File: src/rtl/bus_window_ctrl_if.sv
// bus_window_ctrl_if: 6502 socket bus between the CPU pins and the window controller
interface bus_window_ctrl_if #(
    parameter int ADDR_W = 16,
    parameter int DATA_W = 8
);
    logic [ADDR_W-1:0] cpu_addr;
    logic              cpu_phi2;
    logic              cpu_rwbar;
    logic [DATA_W-1:0] cpu_wdata;
    logic [DATA_W-1:0] cpu_rdata;
    logic              bus_drive;
    logic              bus_hit;
    logic              rdy;
    modport master (output cpu_addr, cpu_phi2, cpu_rwbar, cpu_wdata, input cpu_rdata, bus_drive, bus_hit, rdy);
    modport slave (input cpu_addr, cpu_phi2, cpu_rwbar, cpu_wdata, output cpu_rdata, bus_drive, bus_hit, rdy);
endinterface

File: src/rtl/bus_window_ctrl.sv
// bus_window_ctrl: 6502-bus to SRAM cycle controller with runtime address windows; ROMULATOR_VRAM_MIRROR_EN enables the VRAM mirror port
module bus_window_ctrl #(
    parameter int ADDR_W  = 16,
    parameter int DATA_W  = 8,
    parameter int NUM_WIN = 4,
    parameter int VRAM_AW = 11,
    localparam int IW     = NUM_WIN > 1 ? $clog2(NUM_WIN) : 1
) (
    input  logic               clk,
    input  logic               rst,
    input  logic               loaded,
    input  logic               tbl_we,
    input  logic [IW-1:0]      tbl_idx,
    input  logic [ADDR_W-1:0]  tbl_start,
    input  logic [ADDR_W-1:0]  tbl_end,
    input  logic [2:0]         tbl_attr,
    bus_window_ctrl_if.slave   cpu,
    input  logic               halt_req,
    output logic               halt_ack,
    input  logic [ADDR_W-1:0]  diag_addr,
    input  logic               diag_cs,
    input  logic               diag_we,
    input  logic [DATA_W-1:0]  diag_wdata,
    output logic [ADDR_W-1:0]  ram_addr,
    output logic               ram_cs,
    output logic               ram_we,
    output logic [DATA_W-1:0]  ram_wdata,
    input  logic [DATA_W-1:0]  ram_rdata,
    output logic               vram_we,
    output logic [VRAM_AW-1:0] vram_waddr,
    output logic [DATA_W-1:0]  vram_wdata,
    output logic [7:0]         wp_count
);
    localparam logic [2:0] IDLE = 3'd0, DECODE = 3'd1, READ = 3'd2, RHOLD = 3'd3, WRITE = 3'd4, HALTED = 3'd5;
    logic [2:0]         state, state_n, nxt;
    logic               phi2_m, phi2_s, phi2_d, rise, fall;
    logic [ADDR_W-1:0]  win_start [NUM_WIN];
    logic [ADDR_W-1:0]  win_end [NUM_WIN];
    logic [NUM_WIN-1:0] win_en, win_ro, win_vr;
    logic [ADDR_W-1:0]  addr_q, hit_start;
    logic [DATA_W-1:0]  wdata_q, rdata_q;
    logic               rw_q, ro_q, hit, hit_ro, hit_vr;
    logic               drive_q, hit_q, rdy_q, wr_fall, halted;
    logic [7:0]         wp_q;

    assign rise    = phi2_s && !phi2_d;
    assign fall    = !phi2_s && phi2_d;
    assign halted  = loaded && state == HALTED;
    assign wr_fall = loaded && state == WRITE && fall;

    // Descending scan so the lowest matching index wins; end==0 stands for the top of the address space
    always_comb begin
        hit = 1'b0;
        hit_ro = 1'b0;
        hit_vr = 1'b0;
        hit_start = '0;
        for (int i = NUM_WIN - 1; i >= 0; i--)
            if (win_en[i] && addr_q >= win_start[i] && (addr_q < win_end[i] || win_end[i] == '0) && win_start[i] != win_end[i]) begin
                hit = 1'b1;
                hit_ro = win_ro[i];
                hit_vr = win_vr[i];
                hit_start = win_start[i];
            end
    end

    always_comb begin
        nxt = IDLE;
        case (state)
            IDLE:         nxt = rise ? DECODE : (halt_req && !phi2_s) ? HALTED : IDLE;
            DECODE:       nxt = fall ? IDLE : !hit ? RHOLD : rw_q ? READ : WRITE;
            READ:         nxt = fall ? IDLE : RHOLD;
            RHOLD, WRITE: nxt = fall ? IDLE : state;
            HALTED:       nxt = halt_req ? HALTED : IDLE;
            default:      nxt = IDLE;
        endcase
        state_n = loaded ? nxt : IDLE;
    end

    always_ff @(posedge clk) begin
        if (!rst) begin
            {phi2_m, phi2_s, phi2_d} <= '0;
            state <= IDLE;
            rdata_q <= '0;
            drive_q <= 1'b0;
            hit_q <= 1'b0;
            rdy_q <= 1'b0;
            wp_q <= '0;
            win_en <= '0;
        end else begin
            {phi2_d, phi2_s, phi2_m} <= {phi2_s, phi2_m, cpu.cpu_phi2};
            state <= state_n;
            rdy_q <= loaded && !halt_req && state_n != HALTED;
            drive_q <= state_n == RHOLD && (drive_q || state == READ);
            hit_q <= state_n != IDLE && state_n != HALTED && (state == DECODE ? hit : hit_q);
            wp_q <= wp_q + {7'd0, wr_fall && ro_q && wp_q != 8'hFF};
            if (state == READ && state_n == RHOLD)
                rdata_q <= ram_rdata;
            if (tbl_we && !loaded)
                win_en[tbl_idx] <= tbl_attr[0];
        end
    end

    always_ff @(posedge clk) begin
        if (state == IDLE && rise) begin
            addr_q <= cpu.cpu_addr;
            rw_q <= cpu.cpu_rwbar;
        end
        if (phi2_s)
            wdata_q <= cpu.cpu_wdata;
        if (state == DECODE)
            ro_q <= hit_ro;
        if (tbl_we && !loaded) begin
            win_start[tbl_idx] <= tbl_start;
            win_end[tbl_idx] <= tbl_end;
            win_ro[tbl_idx] <= tbl_attr[1];
            win_vr[tbl_idx] <= tbl_attr[2];
        end
    end

    always_comb begin
        ram_addr = !loaded ? '0 : halted ? diag_addr : addr_q;
        ram_cs = halted ? diag_cs : loaded && ((state == DECODE && hit && rw_q) || (wr_fall && !ro_q));
        ram_we = halted ? diag_we : wr_fall && !ro_q;
        ram_wdata = !loaded ? '0 : halted ? diag_wdata : wdata_q;
    end

`ifdef ROMULATOR_VRAM_MIRROR_EN
    logic              vr_q;
    logic [ADDR_W-1:0] start_q;
    always_ff @(posedge clk)
        if (state == DECODE)
            {vr_q, start_q} <= {hit_vr, hit_start};
    assign vram_we    = wr_fall && !ro_q && vr_q;
    assign vram_waddr = VRAM_AW'(addr_q - start_q);
    assign vram_wdata = wdata_q;
`else
    logic vram_unused;
    assign vram_unused = ^{hit_vr, hit_start};
    assign vram_we     = 1'b0;
    assign vram_waddr  = '0;
    assign vram_wdata  = '0;
`endif

    assign cpu.cpu_rdata = rdata_q;
    assign cpu.bus_drive = drive_q;
    assign cpu.bus_hit   = hit_q;
    assign cpu.rdy       = rdy_q;
    assign halt_ack      = halted;
    assign wp_count      = wp_q;
endmodule

File: src/flat_wrapper.sv
// flat-port wrapper written by rule: the top's interface ports become plain ports
module bus_window_ctrl_flat 
#(
    parameter int ADDR_W  = 16,
    parameter int DATA_W  = 8,
    parameter int NUM_WIN = 4,
    parameter int VRAM_AW = 11,
    localparam int IW     = NUM_WIN > 1 ? $clog2(NUM_WIN) : 1
)
  (clk, rst, loaded, tbl_we, tbl_idx, tbl_start, tbl_end, tbl_attr, halt_req, halt_ack, diag_addr, diag_cs, diag_we, diag_wdata, ram_addr, ram_cs, ram_we, ram_wdata, ram_rdata, vram_we, vram_waddr, vram_wdata, wp_count, cpu_cpu_addr, cpu_cpu_phi2, cpu_cpu_rwbar, cpu_cpu_wdata, cpu_cpu_rdata, cpu_bus_drive, cpu_bus_hit, cpu_rdy);
  bus_window_ctrl_if #(.ADDR_W(ADDR_W), .DATA_W(DATA_W)) cpu_i ();
  input  logic clk;
  input  logic rst;
  input  logic loaded;
  input  logic tbl_we;
  input  logic [IW-1:0] tbl_idx;
  input  logic [ADDR_W-1:0] tbl_start;
  input  logic [ADDR_W-1:0] tbl_end;
  input  logic [2:0] tbl_attr;
  input  logic halt_req;
  output logic halt_ack;
  input  logic [ADDR_W-1:0] diag_addr;
  input  logic diag_cs;
  input  logic diag_we;
  input  logic [DATA_W-1:0] diag_wdata;
  output logic [ADDR_W-1:0] ram_addr;
  output logic ram_cs;
  output logic ram_we;
  output logic [DATA_W-1:0] ram_wdata;
  input  logic [DATA_W-1:0] ram_rdata;
  output logic vram_we;
  output logic [VRAM_AW-1:0] vram_waddr;
  output logic [DATA_W-1:0] vram_wdata;
  output logic [7:0] wp_count;
  input wire logic [$bits(cpu_i.cpu_addr)-1:0] cpu_cpu_addr;
  input wire logic [$bits(cpu_i.cpu_phi2)-1:0] cpu_cpu_phi2;
  input wire logic [$bits(cpu_i.cpu_rwbar)-1:0] cpu_cpu_rwbar;
  input wire logic [$bits(cpu_i.cpu_wdata)-1:0] cpu_cpu_wdata;
  output wire logic [$bits(cpu_i.cpu_rdata)-1:0] cpu_cpu_rdata;
  output wire logic [$bits(cpu_i.bus_drive)-1:0] cpu_bus_drive;
  output wire logic [$bits(cpu_i.bus_hit)-1:0] cpu_bus_hit;
  output wire logic [$bits(cpu_i.rdy)-1:0] cpu_rdy;
  assign cpu_i.cpu_addr = cpu_cpu_addr;
  assign cpu_i.cpu_phi2 = cpu_cpu_phi2;
  assign cpu_i.cpu_rwbar = cpu_cpu_rwbar;
  assign cpu_i.cpu_wdata = cpu_cpu_wdata;
  assign cpu_cpu_rdata = cpu_i.cpu_rdata;
  assign cpu_bus_drive = cpu_i.bus_drive;
  assign cpu_bus_hit = cpu_i.bus_hit;
  assign cpu_rdy = cpu_i.rdy;
  bus_window_ctrl #(.ADDR_W(ADDR_W), .DATA_W(DATA_W), .NUM_WIN(NUM_WIN), .VRAM_AW(VRAM_AW)) u_core (.clk(clk), .rst(rst), .loaded(loaded), .tbl_we(tbl_we), .tbl_idx(tbl_idx), .tbl_start(tbl_start), .tbl_end(tbl_end), .tbl_attr(tbl_attr), .cpu(cpu_i), .halt_req(halt_req), .halt_ack(halt_ack), .diag_addr(diag_addr), .diag_cs(diag_cs), .diag_we(diag_we), .diag_wdata(diag_wdata), .ram_addr(ram_addr), .ram_cs(ram_cs), .ram_we(ram_we), .ram_wdata(ram_wdata), .ram_rdata(ram_rdata), .vram_we(vram_we), .vram_waddr(vram_waddr), .vram_wdata(vram_wdata), .wp_count(wp_count));
endmodule
File: config.mk
export PLATFORM = sky130hd
export DESIGN_NAME = bus_window_ctrl_flat
export DESIGN_NICKNAME = d
export VERILOG_FILES = /design/src/rtl/bus_window_ctrl_if.sv /design/src/rtl/bus_window_ctrl.sv /design/src/flat_wrapper.sv
export SDC_FILE = /design/constraint.sdc
export NUM_CORES = 1
export LEC_CHECK = 0
export CORE_MARGIN = 2
export CORE_UTILIZATION = 69
export CTS_CLUSTER_DIAMETER = 60
export DETAILED_ROUTE_END_ITERATION = 8
export DONT_BUFFER_PORTS = 1
export GPL_TIMING_DRIVEN = 0
export MAX_ROUTING_LAYER = met4
export PLACE_DENSITY = 0.88
export SLEW_MARGIN = 5
export SYNTH_ARGS = -nofsm -noshare
export SYNTH_HDL_FRONTEND = slang
export SYNTH_SLANG_ARGS = --single-unit
File: constraint.sdc
create_clock -name clk -period 6.3 [get_ports clk]
set_clock_uncertainty 0.1 [all_clocks]
set_input_delay 0.63 -clock clk [delete_from_list [all_inputs] [get_ports clk]]
set_output_delay 0.63 -clock clk [all_outputs]
set_load 0.05 [all_outputs]
Word level (Yosys, flattened, before mapping)
Memory sizes are Yosys's and may differ from the RTL's.
Index checks and enable logic that the tools add are counted.
{"block": "totals", "reg_bits": 59, "latchBits": 0, "ramBits": 128, "romBits": 0, "input_bits": 102, "output_inout_bits": 66, "elab_cells": 122, "memories": 2}
{"block": "op_classes", "add_sub_neg": 1, "mul": 0, "div": 0, "magnitude_cmp": 10, "n_eq_ne": 12, "shift": 0, "mux": 31, "n_bitwise": 0, "reduce_logical": 51}
{"name": "u_core.win_end", "words": 4, "width": 16, "read_ports": 4, "rd_clocked_by_memory_dff": 0, "write_ports": 1, "line_no": "bus_window_ctrl.sv:38", "text": "logic [ADDR_W-1:0] win_end [NUM_WIN];"}
{"name": "u_core.win_start", "words": 4, "width": 16, "read_ports": 4, "rd_clocked_by_memory_dff": 0, "write_ports": 1, "line_no": "bus_window_ctrl.sv:37", "text": "logic [ADDR_W-1:0] win_start [NUM_WIN];"}
{"operator": "$ge 16x16->1", "n": 4}
{"operator": "$logic_not 16->1", "n": 4}
{"operator": "$lt 16x16->1", "n": 4}
{"operator": "$ne 16x16->1", "n": 4}
{"operator": "$logic_and 1x1->1", "n": 33}
{"operator": "$mux 16", "n": 2}
{"operator": "$mux 3", "n": 8}
{"operator": "$mux 8", "n": 2}
{"operator": "$pmux 3 s5", "n": 1}
{"operator": "$mux 1", "n": 14}
{"operator": "$eq 3x2->1 const B", "n": 3}
{"operator": "$add 8x1->8", "n": 1}
{"operator": "$bwmux 4", "n": 2}
{"operator": "$ne 8x8->1 const B", "n": 1}
{"operator": "$eq 3x3->1 const B", "n": 2}
{"operator": "$logic_or 1x1->1", "n": 6}
{"operator": "$logic_not 1->1", "n": 5}
{"operator": "$eq 3x1->1 const B", "n": 1}
{"operator": "$logic_not 3->1", "n": 1}
{"operator": "$lt 2x3->1 const B", "n": 1}
{"operator": "$ne 3x3->1 const B", "n": 1}
{"operator": "$reduce_bool 3->1", "n": 1}
{"operator": "$demux 1 s2", "n": 1}
{"operator": "$ge 2x1->1 const B", "n": 1}
{"operator": "other kinds (2)", "n": 2}

Depth between registers and ports, before layout
Gate-level depths: netlist of run 1.
An unclocked memory read counts as a cell.
{"block": "logic_depth", "ltp_word": 16, "mapped_depth": 10, "mapped_depth_nobuf": 10}

Worst setup path after synthesis of run 1
No wires, ideal clock.
{"block": "synth_path", "kind": "in2reg", "startpoint": "in tbl_we", "endpoint": "reg u_core.win_en[0]", "setup_ns": 0.118, "t_arrival_ns": 3.811, "required_time_ns": 6.082, "path_slack_ns": 2.271, "path_stages": 4, "n_path_buf": 0, "path_cell_list": "nor2b_1 -> nor3b_1 -> mux2i_1 -> nor2b_1"}
{"block": "synth_via", "elab_chain_len": 1}
{"element": "start: declaration", "line_no": "flat_wrapper.sv:15", "text": "input logic tbl_we;"}
{"element": "$logic_and 1x1->1", "line_no": "bus_window_ctrl.sv:98", "text": "if (tbl_we && !loaded)"}
{"element": "end signal: indexed assignment", "line_no": "bus_window_ctrl.sv:99", "text": "win_en[tbl_idx] <= tbl_attr[0];"}
{"element": "end: declaration", "line_no": "bus_window_ctrl.sv:39", "text": "logic [NUM_WIN-1:0] win_en, win_ro, win_vr;"}
No other way between the ends.
A chain may end at the register's enable or synchronous reset.

Worst setup path after layout of run 1
{"block": "layout_path", "startpoint": "reg u_core.addr_q[2]", "endpoint": "out ram_cs"}
{"block": "layout_via", "elab_chain_len": 13, "elab_cells_between_ends": 33, "cone_classes": "order compare: 8; mux: 5; reduce/logical: 20"}
{"element": "start: declaration", "line_no": "bus_window_ctrl.sv:40", "text": "logic [ADDR_W-1:0] addr_q, hit_start;"}
{"element": "start signal: assignment", "line_no": "bus_window_ctrl.sv:105", "text": "addr_q <= cpu.cpu_addr;"}
{"element": "$ge 16x16->1 or $lt 16x16->1 (tied branches)", "line_no": "bus_window_ctrl.sv:58", "text": "if (win_en[i] && addr_q >= win_start[i] && (addr_q < win_end[i] || win_end[i] == '0) && win_start[i] != win_en ..."}
{"element": "$logic_and 1x1->1 or $logic_or 1x1->1 (tied branches)", "line_no": "bus_window_ctrl.sv:58"}
{"element": "$logic_and 1x1->1 (2 in a row)", "line_no": "bus_window_ctrl.sv:58"}
{"element": "$mux 1 (3 in a row)", "line_no": "bus_window_ctrl.sv:58"}
{"element": "$mux 1 *", "line_no": "bus_window_ctrl.sv:58"}
{"element": "$logic_and 1x1->1 * (2 in a row)", "line_no": "bus_window_ctrl.sv:122", "text": "ram_cs = halted ? diag_cs : loaded && ((state == DECODE && hit && rw_q) || (wr_fall && !ro_q));"}
{"element": "$logic_or 1x1->1 *", "line_no": "bus_window_ctrl.sv:122"}
{"element": "$logic_and 1x1->1 *", "line_no": "bus_window_ctrl.sv:122"}
{"element": "$mux 1 *", "line_no": "bus_window_ctrl.sv:122"}
{"element": "end: declaration", "line_no": "flat_wrapper.sv:27", "text": "output logic ram_cs;"}
Mark *: on every way between the ends. The rest lies on a longest branch, timed or not.

==> results.md, run 1 <==
* Kind of cell adding the most delay to the critical path: compound AO/OA/AOI/OAI gates
* Top cells by count, synth: edfxtp_1, inv_1, ha_1
* 1st-iter DRT viols at 875
* Routed len/inst at 22.3 um
* Final hold viol count at 0
* R2R Setup Slk at 2.60 ns
* Critical Path Source Type: flip-flop
* #FFs+latches synth at 187
* First-pass GRT wire length at 39900 um
* Worst vdd ir at 0.369 mV
* Gr usage total at 34.1%
* Core footprint at 15100 sq um
* Crit path capture type: output port
* Worst slew pin tran at 1.21 ns
* Outcome: finished, final reports clean
* Slew headroom at 19.0%
* Clock root cell: clkbuf_16
* DR pass1 iterations at 7
* Final period utilization at 79.2%
* Most frequent cell after synthesis: edfxtp_1
* Post-synth EDFFs at 158
* Mapped Area at 10600 sq um
* Worst R2R Path Depth at 9
* Critical Path Stages at 9
* Fillcell total at 917
* # nets final at 1212
* Mapped Cells at 942
* Reg-to-reg startpoint: u_core.addr_q[15]$_DFFE_PP_
* FP Rows at 45
* DRC Markers at 0
* GRT Residual Overflow at 0
* Clock transition at the registers of the reported paths at 0.07 ns
* Final setup fails at 0
* Height of the die at 128 um
* Htree depth at 4
* Final WS setup at 1.31 ns
* Yosys warning total at 0
* PortBufs at 0
* Post-synth top area share at 44.8%
* Final Slew Violations at 0
* CP startpoint: u_core.addr_q[2]$_DFFE_PP_
* Synth area leader: edfxtp_1
* CTS Sinks at 187
* Multi-input gate area at 4660 sq um
* Vias/cell at 6.36
* Initial Util at 70.1%
* CTS Buf Count at 17
* Peak Freq at 201 MHz
* Final design utilization at 76.2%
* Antenna Cells at 0
* Dpl hpwl at 19900 um
* Cts hold-fix bufs at 0
* I/O Pins at 168
* Cell variety after synth at 60
* Storage cell area at 5330 sq um
* Crit path to: ram_cs
* Register area share after synthesis at 50.3%
* Critical path's slowest cell: a31oi_1
* Leak at 4.86 nW
* CP arrival at 4.26 ns
* Initial antenna violation count at 0
* Post-route ant nets at 0
* Routability congestion estimate at 0.957
* Mapped Avg Cell Area at 11.2 sq um
* Max Root-Sink Buffers at 2
* Total number of vias at 7536
* Kind of critical path: reg2out
* TritonCTS clock tree: yes
* PD cells at 234 nW/um^2
* Max stage delay on crit path at 0.99 ns
* WL final at 26500 um
* RSZ-0062 raised after global routing: false
* Setup TNS at 0 ns
* Post-CTS resize count at 0
* Layout area overhead at 8.71%
* DIE WIDTH at 128 um
* Hold crit path type: in2reg
* WP data required at 5.57 ns
* DIE AREA at 16300 sq um
* Max cap viols at 0
* CP Cell Sequence: ha_1, or3_2, o21ai_0, o32ai_1, o41a_1, nor4_4, a21oi_1, nor2b_1, a31oi_1
* Reg2reg end: u_core.state[0]$_SDFF_PN0_
* Top post-synthesis cells by area: edfxtp_1, ha_1, dfxtp_1
* Post-Place Setup Slack at 1.83 ns
* Largest net degree at the start of global routing at 35
* Post-CTS repair timing setup buffer count at 0
* Crit Path Max Fanout at 9
* Vias in the first global route at 7489
* Clk Latency, worst-skew pair at 0.44 ns
* Crit path buf inv count at 0
* Post-synth top flop: edfxtp_1
* Post-synthesis async set-or-reset flop share at 0%
* Share of layout cells above drive strength 1 at 6.72%
* Fin crit period at 4.99 ns
==> power by group <==
| part | switching (mW) | internal [mW] |
|---|---|---|
| registers | 0.0430 | 1.38 |
| logic | 0.153 | 0.0860 |
| clock network | 0.468 | 0.556 |
==> layout make-up <==
| type | instances | area share [%] |
|---|---|---|
| Clock inverter | 11 | 0.696 |
| Multi-Input combinational cell | 612 | 40.6 |
| Tap cell | 188 | 2.05 |
| Buffer | 34 | 1.76 |
| Timing Repair Buffer | 4 | 0.261 |
| Sequential cell | 187 | 46.3 |
| Clock buffer | 21 | 4.20 |
| Inverter | 128 | 4.18 |
==> state kept, by name, indices dropped and copies added, names as in the netlist <==
register,cells
u_core.win_end,64
u_core.win_start,64
u_core.addr_q,16
u_core.cpu.cpu_rdata,8
u_core.wdata_q,8
u_core.wp_count,8
u_core.win_en,4
u_core.win_ro,4
u_core.state,3
u_core.cpu.bus_drive,1
u_core.cpu.bus_hit,1
u_core.cpu.rdy,1
u_core.phi2_d,1
u_core.phi2_m,1
u_core.phi2_s,1
u_core.ro_q,1
u_core.rw_q,1
==> layer usage <==
metal	global-route usage [%]	part of all wire (%)	up-vias	wire length, um
met3	8.31	9.8	91	2580
met2	55.9	49	455	12900
met1	39.4	37	3567	9670
met4	17.5	4.8	0	1270
li1	-	-	3423	-
met5	-	0	-	0
==> how the worst min path moves through the flow <==
stage / start / endpoint / slack [ns] / cells after the start
floorplan: u_core.phi2_m$_SDFF_PN0_ / u_core.phi2_s$_SDFF_PN0_ / 0.31 / 1
global placement: u_core.phi2_m$_SDFF_PN0_ / u_core.phi2_s$_SDFF_PN0_ / 0.32 / 1
detailed placement: u_core.phi2_m$_SDFF_PN0_ / u_core.phi2_s$_SDFF_PN0_ / 0.33 / 1
CTS: halt_req / u_core.cpu.rdy$_SDFF_PN0_ / 0.15 / 1
global route: halt_req / u_core.cpu.rdy$_SDFF_PN0_ / 0.15 / 1
finish: halt_req / u_core.cpu.rdy$_SDFF_PN0_ / 0.16 / 1
==> metrics by stage <==
step           std cells  total power [mW]  cell area, sq um  hold WS (ns)
5_1_grt             1185              2.77             11500         0.147
2_1_floorplan        961              1.62             10700         0.312
3_5_place_dp        1153              1.68             10900         0.330
4_1_cts             1185              2.69             11500         0.154
3_3_place_gp        1149              1.67             10900         0.318
6_report            1185              2.69             11500         0.160
==> cell usage in the layout, fill, tap and decap left out, types with 4 or more instances in the layout <==
cell / count
conb_1: 20
xnor2_1: 53
a21boi_0: 5
a31oi_1: 6
clkbuf_16: 19
mux2i_1: 13
xor2_1: 17
nand4_1: 29
nor2b_1: 19
nor3_1: 7
and2_1: 14
o21ai_0: 21
ha_1: 126
and3_1: 4
o2111ai_1: 4
edfxtp_1: 158
nor2_1: 17
clkbuf_1: 16
a21boi_1: 24
a21oi_1: 42
nand2_1: 77
inv_1: 128
o21ai_1: 5
buf_4: 24
a211oi_1: 7
nor4_1: 25
dfxtp_1: 29
nand3_1: 9
nand2b_1: 6
a21o_1: 13
==> cell families after synthesis <==
logic type,Yosys count,synth area share (%)
mux,13,1.23
other cells,1,0.0354
simple gates,227,11.4
compound gates,156,9.85
xor+xnor,70,5.80
flops,187,50.3
buf+inv,162,6.46
fa+ha+maj,126,14.9
Note: power is estimated with default switching activity, not from simulation.
==> run 2, diff against run 1 <==
--- a/config.mk
+++ b/config.mk
@@ -6,13 +6,13 @@
 export NUM_CORES = 1
 export LEC_CHECK = 0
 export CORE_MARGIN = 2
-export CORE_UTILIZATION = 69
+export CORE_UTILIZATION = 58
 export CTS_CLUSTER_DIAMETER = 60
 export DETAILED_ROUTE_END_ITERATION = 8
 export DONT_BUFFER_PORTS = 1
 export GPL_TIMING_DRIVEN = 0
 export MAX_ROUTING_LAYER = met4
-export PLACE_DENSITY = 0.88
+export PLACE_DENSITY = 0.79
 export SLEW_MARGIN = 5
 export SYNTH_ARGS = -nofsm -noshare
 export SYNTH_HDL_FRONTEND = slang
==> constraint.sdc (replaced) <==
create_clock -name clk -period 4.2 [get_ports clk]
set_clock_uncertainty 0.1 [all_clocks]
set_input_delay 0.42 -clock clk [delete_from_list [all_inputs] [get_ports clk]]
set_output_delay 0.42 -clock clk [all_outputs]
set_load 0.05 [all_outputs]
==> results.md, run 2 (synthesized netlist as in run 1, its figures left out) <==
* Initial Util at 59.1% (-11 points)
* Clk Latency, worst-skew pair at 0.44 ns (about the same)
* Fin crit period at 4.06 ns
* Post-route ant nets at 0 (unchanged)
* Share of layout cells above drive strength 1 at 8.79% (+2.1 points)
* Htree depth at 4 (unchanged)
* TritonCTS clock tree: yes
* Final hold viol count at 0 (unchanged)
* Critical Path Source Type: flip-flop
* Worst slew pin tran at 1.14 ns (-0.0680 ns)
* Crit Path Max Fanout at 6 (-3)
* Vias/cell at 5.84 (-8.2%)
* CP arrival at 3.54 ns (-0.72 ns)
* FP Rows at 49 (+8.9%)
* Peak Freq at 247 MHz
* RSZ-0062 raised after global routing: false
* 1st-iter DRT viols at 627 (-28%)
* Max cap viols at 0 (unchanged)
* Layout area overhead at 17.3%
* GRT Residual Overflow at 0 (unchanged)
* Setup TNS at 0 ns (unchanged)
* CTS Buf Count at 17 (unchanged)
* Clock root cell: clkbuf_16
* Routed len/inst at 20.6 um (-8.0%)
* Commonest non-fill, non-tap cell in the layout: edfxtp_1
* PortBufs at 0 (unchanged)
* Regs by FF count: u_core.win_end (64), u_core.win_start (64), u_core.addr_q (16)
* Vias in the first global route at 7578 (+1.2%)
* Routability congestion estimate at 0.976 (+2.0%)
* Total number of vias at 7651 (+1.5%)
* Outcome: finished, final reports clean
* Power Total at 4.22 mW (+57%)
* CTS Sinks at 187 (unchanged)
* WP data required at 3.68 ns (-1.89 ns)
* DIE WIDTH at 139 um (+8.8%)
* PD cells at 340 nW/um^2 (+45%)
* DRC Markers at 0 (unchanged)
* Critical Path Most Common Cell: nor4_1
* I/O Pins at 168 (unchanged)
* DR pass1 iterations at 5 (-2)
* Height of the die at 139 um (+8.8%)
* Crit path capture type: output port
* Core footprint at 17900 sq um (+19%)
* Final Slew Violations at 0 (unchanged)
* DIE AREA at 19300 sq um (+18%)
* Commonest cells after routing, fill and taps aside: edfxtp_1, inv_1, ha_1
* Initial antenna violation count at 1 (+1)
* Leak at 5.26 nW (+8.2%)
* Kind of critical path: reg2out
* Kind of cell adding the most delay to the critical path: simple AND/OR/NAND/NOR gates
* Slew headroom at 23.8% (+4.8 points)
* WL final at 26900 um (+1.8%)
* Post-Place Setup Slack at -0.207 ns (-2.04 ns)
* Max Root-Sink Buffers at 2 (unchanged)
* Worst vdd ir at 0.322 mV (-13%)
* Crit path buf inv count at 0 (unchanged)
* Final period utilization at 96.6%
* Clock transition at the registers of the reported paths at 0.07 ns (about the same)
* CP Cell Sequence: ha_1, nand4_1, nor4_1, a21boi_1, nor4_1, nor4_4, a21oi_2, nor2b_4, a31oi_4
* Gr usage total at 29.4% (-4.8 points)
* Final setup fails at 0 (unchanged)
* Critical path's slowest cell: edfxtp_1
* Largest net degree at the start of global routing at 35 (unchanged)
* Dpl hpwl at 20200 um (+1.8%)
* Max stage delay on crit path at 0.53 ns (-0.46 ns)
* First-pass GRT wire length at 41800 um (+4.7%)
* Fin area at 12400 sq um (+7.9%)
* Hold crit path type: in2reg
* Area after DPL at 11000 sq um (+0.72%)
* # nets final at 1296 (+6.9%)
* Final WS setup at 0.144 ns (-1.17 ns)
[run 2: metal layers]
metal  track usage (%)  part of all wire (%)  up-vias
li1                  -                     -     3609
met1              36.7                    41     3658
met2              48.7                    49      333
met3              4.97                   6.6       51
met4              10.3                   2.9        0
met5                 -                     0        -
[run 2: layout make-up]
cell class / instances / area, sq um
clock buffers: 18 / 429
plain buffers: 34 / 203
diodes: 1 / 2.50
clock inverters: 14 / 166
well taps: 229 / 287
multi-input cells: 612 / 4690
flip-flops and latches: 187 / 5330
fillers: 1248 / 5490
repair buffers: 88 / 828
inverters: 128 / 480
[run 2: worst paths after layout]
path,endpoint,depth (start not counted),slack [ns],from
setup reg to reg,u_core.ro_q$_DFFE_PP_,9,0.84,u_core.addr_q[9]$_DFFE_PP_
setup / recovery,ram_cs,9,0.14,u_core.addr_q[9]$_DFFE_PP_
hold / removal,u_core.phi2_m$_SDFF_PN0_,1,0.02,cpu_cpu_phi2
hold reg to reg,u_core.phi2_s$_SDFF_PN0_,1,0.35,u_core.phi2_m$_SDFF_PN0_
[run 2: through the flow]
step	cells	util (%)	hold WS [ns]
after floorplan	961	-	0.312
after global routing	1311	69.3	0.0113
after CTS	1291	68.5	0.0125
after detailed placement	1195	61.5	0.336
final	1311	69.3	0.0214
after global placement	1190	61.1	0.321
[run 2: power breakdown]
part | leakage [nW] | internal [mW] | switching (mW)
clock network | 0.297 | 0.939 | 0.703
registers | 1.67 | 2.07 | 0.0564
logic | 3.29 | 0.174 | 0.271
total | 5.26 | 3.19 | 1.03
[run 2: worst reg2reg max path: cells and delay by family, from the launching register on]
kind                     cells  cell delay [ns]
flip-flops                   1             0.53
adder cells (fa/ha/maj)      1             0.38
AND/OR/NAND/NOR              5             1.50
AO/OA/AOI/OAI                3             0.69
[run 2: what timing repair did]
item / 4_1_cts / 5_1_grt
hold buffers: 59 / 0
hold endpoints to repair: 158 / 0
endpoints found under the setup margin: 1 / 1
pin swaps: 0 / 1
setup buffers: 5 / 19
gates resized for setup: 4 / 2
==> run 3, diff against run 2 <==
--- a/config.mk
+++ b/config.mk
@@ -6,13 +6,13 @@
 export NUM_CORES = 1
 export LEC_CHECK = 0
 export CORE_MARGIN = 2
-export CORE_UTILIZATION = 58
+export CORE_UTILIZATION = 47
 export CTS_CLUSTER_DIAMETER = 60
 export DETAILED_ROUTE_END_ITERATION = 8
 export DONT_BUFFER_PORTS = 1
 export GPL_TIMING_DRIVEN = 0
 export MAX_ROUTING_LAYER = met4
-export PLACE_DENSITY = 0.79
+export PLACE_DENSITY = 0.67
 export SLEW_MARGIN = 5
 export SYNTH_ARGS = -nofsm -noshare
 export SYNTH_HDL_FRONTEND = slang
==> results.md, run 3 (synthesized netlist as in run 1, its figures left out) <==
* Worst slew pin tran at 1.14 ns (+0.00203 ns)
* Clock transition at the registers of the reported paths at 0.08 ns (about the same)
* Crit Path Max Fanout at 4 (-2)
* CP startpoint: u_core.addr_q[15]$_DFFE_PP_
* Vias/cell at 5.49 (-5.8%)
* R2R Setup Slk at 0.91 ns (+0.07 ns)
* WP data required at 3.68 ns (about the same)
* Commonest cells after routing, fill and taps aside: edfxtp_1, inv_1, ha_1
* GRT Residual Overflow at 0 (unchanged)
* Max stage delay on crit path at 0.56 ns (+0.03 ns)
* Crit path capture type: output port
* PortBufs at 0 (unchanged)
* Max cap viols at 0 (unchanged)
* Largest net degree at the start of global routing at 35 (unchanged)
* Crit path buf inv count at 0 (unchanged)
* Share of layout cells above drive strength 1 at 8.79% (unchanged)
* RSZ-0062 raised after global routing: false
* Setup TNS at 0 ns (unchanged)
* Met3 Routed Length at 1750 um (-2.1%)
* DR pass1 iterations at 7 (+2)
* Kind of cell adding the most delay to the critical path: compound AO/OA/AOI/OAI gates
* CP arrival at 3.58 ns (+0.04 ns)
* CTS Sinks at 187 (unchanged)
* I/O Pins at 168 (unchanged)
* Routed len/inst at 19.8 um (-3.6%)
* WL final at 27100 um (+0.45%)
* Final design utilization at 56.7% (-13 points)
* Gr usage total at 23.8% (-5.6 points)
* Hold crit path type: in2reg
* TritonCTS clock tree: yes
* DIE AREA at 23700 sq um (+23%)
* Height of the die at 154 um (+11%)
* DIE WIDTH at 154 um (+11%)
* CP Cell Sequence: ha_1, nand4_1, or4_1, o32ai_1, o41a_1, nor4_4, a21oi_2, nor2b_4, a31oi_4
* Max Root-Sink Buffers at 2 (unchanged)
* Fillcell total at 1845 (+48%)
* Final Slew Violations at 0 (unchanged)
* Worst Hold End: u_core.phi2_m$_SDFF_PN0_
* # placed instances at 1245 (+4.2%)
* Initial Util at 48.2% (-11 points)
* Final hold viol count at 0 (unchanged)
* Htree depth at 4 (unchanged)
* Peak Freq at 244 MHz (-1.1%)
* Outcome: finished, final reports clean
* DRC Markers at 0 (unchanged)
* Post-route ant nets at 0 (unchanged)
* First-pass GRT wire length at 40800 um (-2.4%)
* Finished Layout Cells at 1366 (+4.2%)
* Kind of critical path: reg2out
* Regs by FF count: u_core.win_end (64), u_core.win_start (64), u_core.addr_q (16)
* Routability congestion estimate at 0.906 (-7.1%)
* # nets final at 1296 (unchanged)
* Clk Latency, worst-skew pair at 0.45 ns (about the same)
* Final period utilization at 97.7% (+1.1 points)
* Critical Path Source Type: flip-flop
* Vias in the first global route at 7333 (-3.2%)
* Reg2reg end: u_core.ro_q$_DFFE_PP_
* Met1 Wirelength at 12300 um (+10%)
* Power Total at 4.17 mW (-1.1%)
* FP Rows at 54 (+10%)
* Core footprint at 22000 sq um (+23%)
* Leak at 5.25 nW (-0.19%)
* Hold Path Depth at 1 (unchanged)
* Commonest non-fill, non-tap cell in the layout: edfxtp_1
* Clock root cell: clkbuf_16
* Met2 routed WL at 12400 um (-6.2%)
* Initial antenna violation count at 5 (+4)
* Slew headroom at 23.6% (-0.14 points)
* Worst R2R Path Depth at 9 (unchanged)
* Final setup fails at 0 (unchanged)
* 1st-iter DRT viols at 549 (-12%)
* Worst vdd ir at 0.250 mV (-22%)
* Critical path's slowest cell: or4_1
* Total number of vias at 7506 (-1.9%)
* Min-Delay Startpoint: cpu_cpu_phi2
* Dpl hpwl at 20500 um (+1.5%)
* Final hold slack at 0.00859 ns (-0.0128 ns)
* Layout area overhead at 17.8%
* Reg-to-reg startpoint: u_core.addr_q[2]$_DFFE_PP_
* CTS Buf Count at 17 (unchanged)
* PD cells at 335 nW/um^2 (-1.4%)
* Highest routed layer: met4
* Fin crit period at 4.10 ns (+0.0468 ns)
==> run 3: cell types whose count changed in the layout (fill, tap and decap cells not counted), sizes merged, moves of 3 or more <==
cell / delta
bufinv: -3
inv: +4
clkinv: -4
clkbuf: +3
diode: +4
==> run 3: final cells by class <==
cell class	instances	area [sq um]	area share (%)
Antenna cell	5	12.5	0.100
Buffer	34	203	1.63
Clock buffer	21	493	3.96
Clock inverter	11	92.6	0.743
Inverter	128	480	3.86
Multi-Input combinational cell	612	4690	37.6
Sequential cell	187	5330	42.7
Tap cell	280	350	2.81
Timing Repair Buffer	88	811	6.51
==> run 3: repair_timing <==
item	in CTS	in global routing
endpoints found under the hold margin	159	0
gates resized for setup	4	1
hold buffers	60	0
pin swaps	1	0
endpoints found under the setup margin	1	1
setup buffers	16	8
gates cloned	0	0
==> run 3: worst reg2reg max path: cells and delay by family, from the launching register on <==
kind                       cells  cell delay [ns]
AOI/OAI and AO/OA              5             0.98
adders and majority gates      1             0.33
DFF                            1             0.47
and+or+nand+nor                3             1.29
==> run 3: stage by stage <==
step,instance area (sq um),setup WS [ns]
final,12500,0.0974
after floorplan,10700,0.381
after detailed placement,11100,-0.247
after global placement,11000,-0.489
after CTS,12400,0.0325
after global routing,12500,0.0250
==> run 3: routing by layer <==
layer	vias to the layer above	global-route usage [%]
li1	3611	-
met2	275	37.5
met3	38	4.06
met5	-	-
met4	0	7.39
met1	3582	31.6
==> run 3: report_power, final <==
group          internal (mW)  switching [mW]
Sequential              2.07          0.0519
Clock                  0.862           0.738
Combinational          0.174           0.274
Total                   3.11            1.06
==> run 3: how the worst max path moves through the flow <==
stage                               endpoint  slack [ns]  cells past startpoint
2_1_floorplan  u_core.win_en[0]$_SDFFE_PN0P_        0.38                      4
3_3_place_gp   u_core.win_en[0]$_SDFFE_PN0P_       -0.49                      4
3_5_place_dp                          ram_cs       -0.25                      9
4_1_cts                               ram_cs        0.03                      9
5_1_grt                               ram_cs        0.02                      9
6_report                              ram_cs         0.1                      9
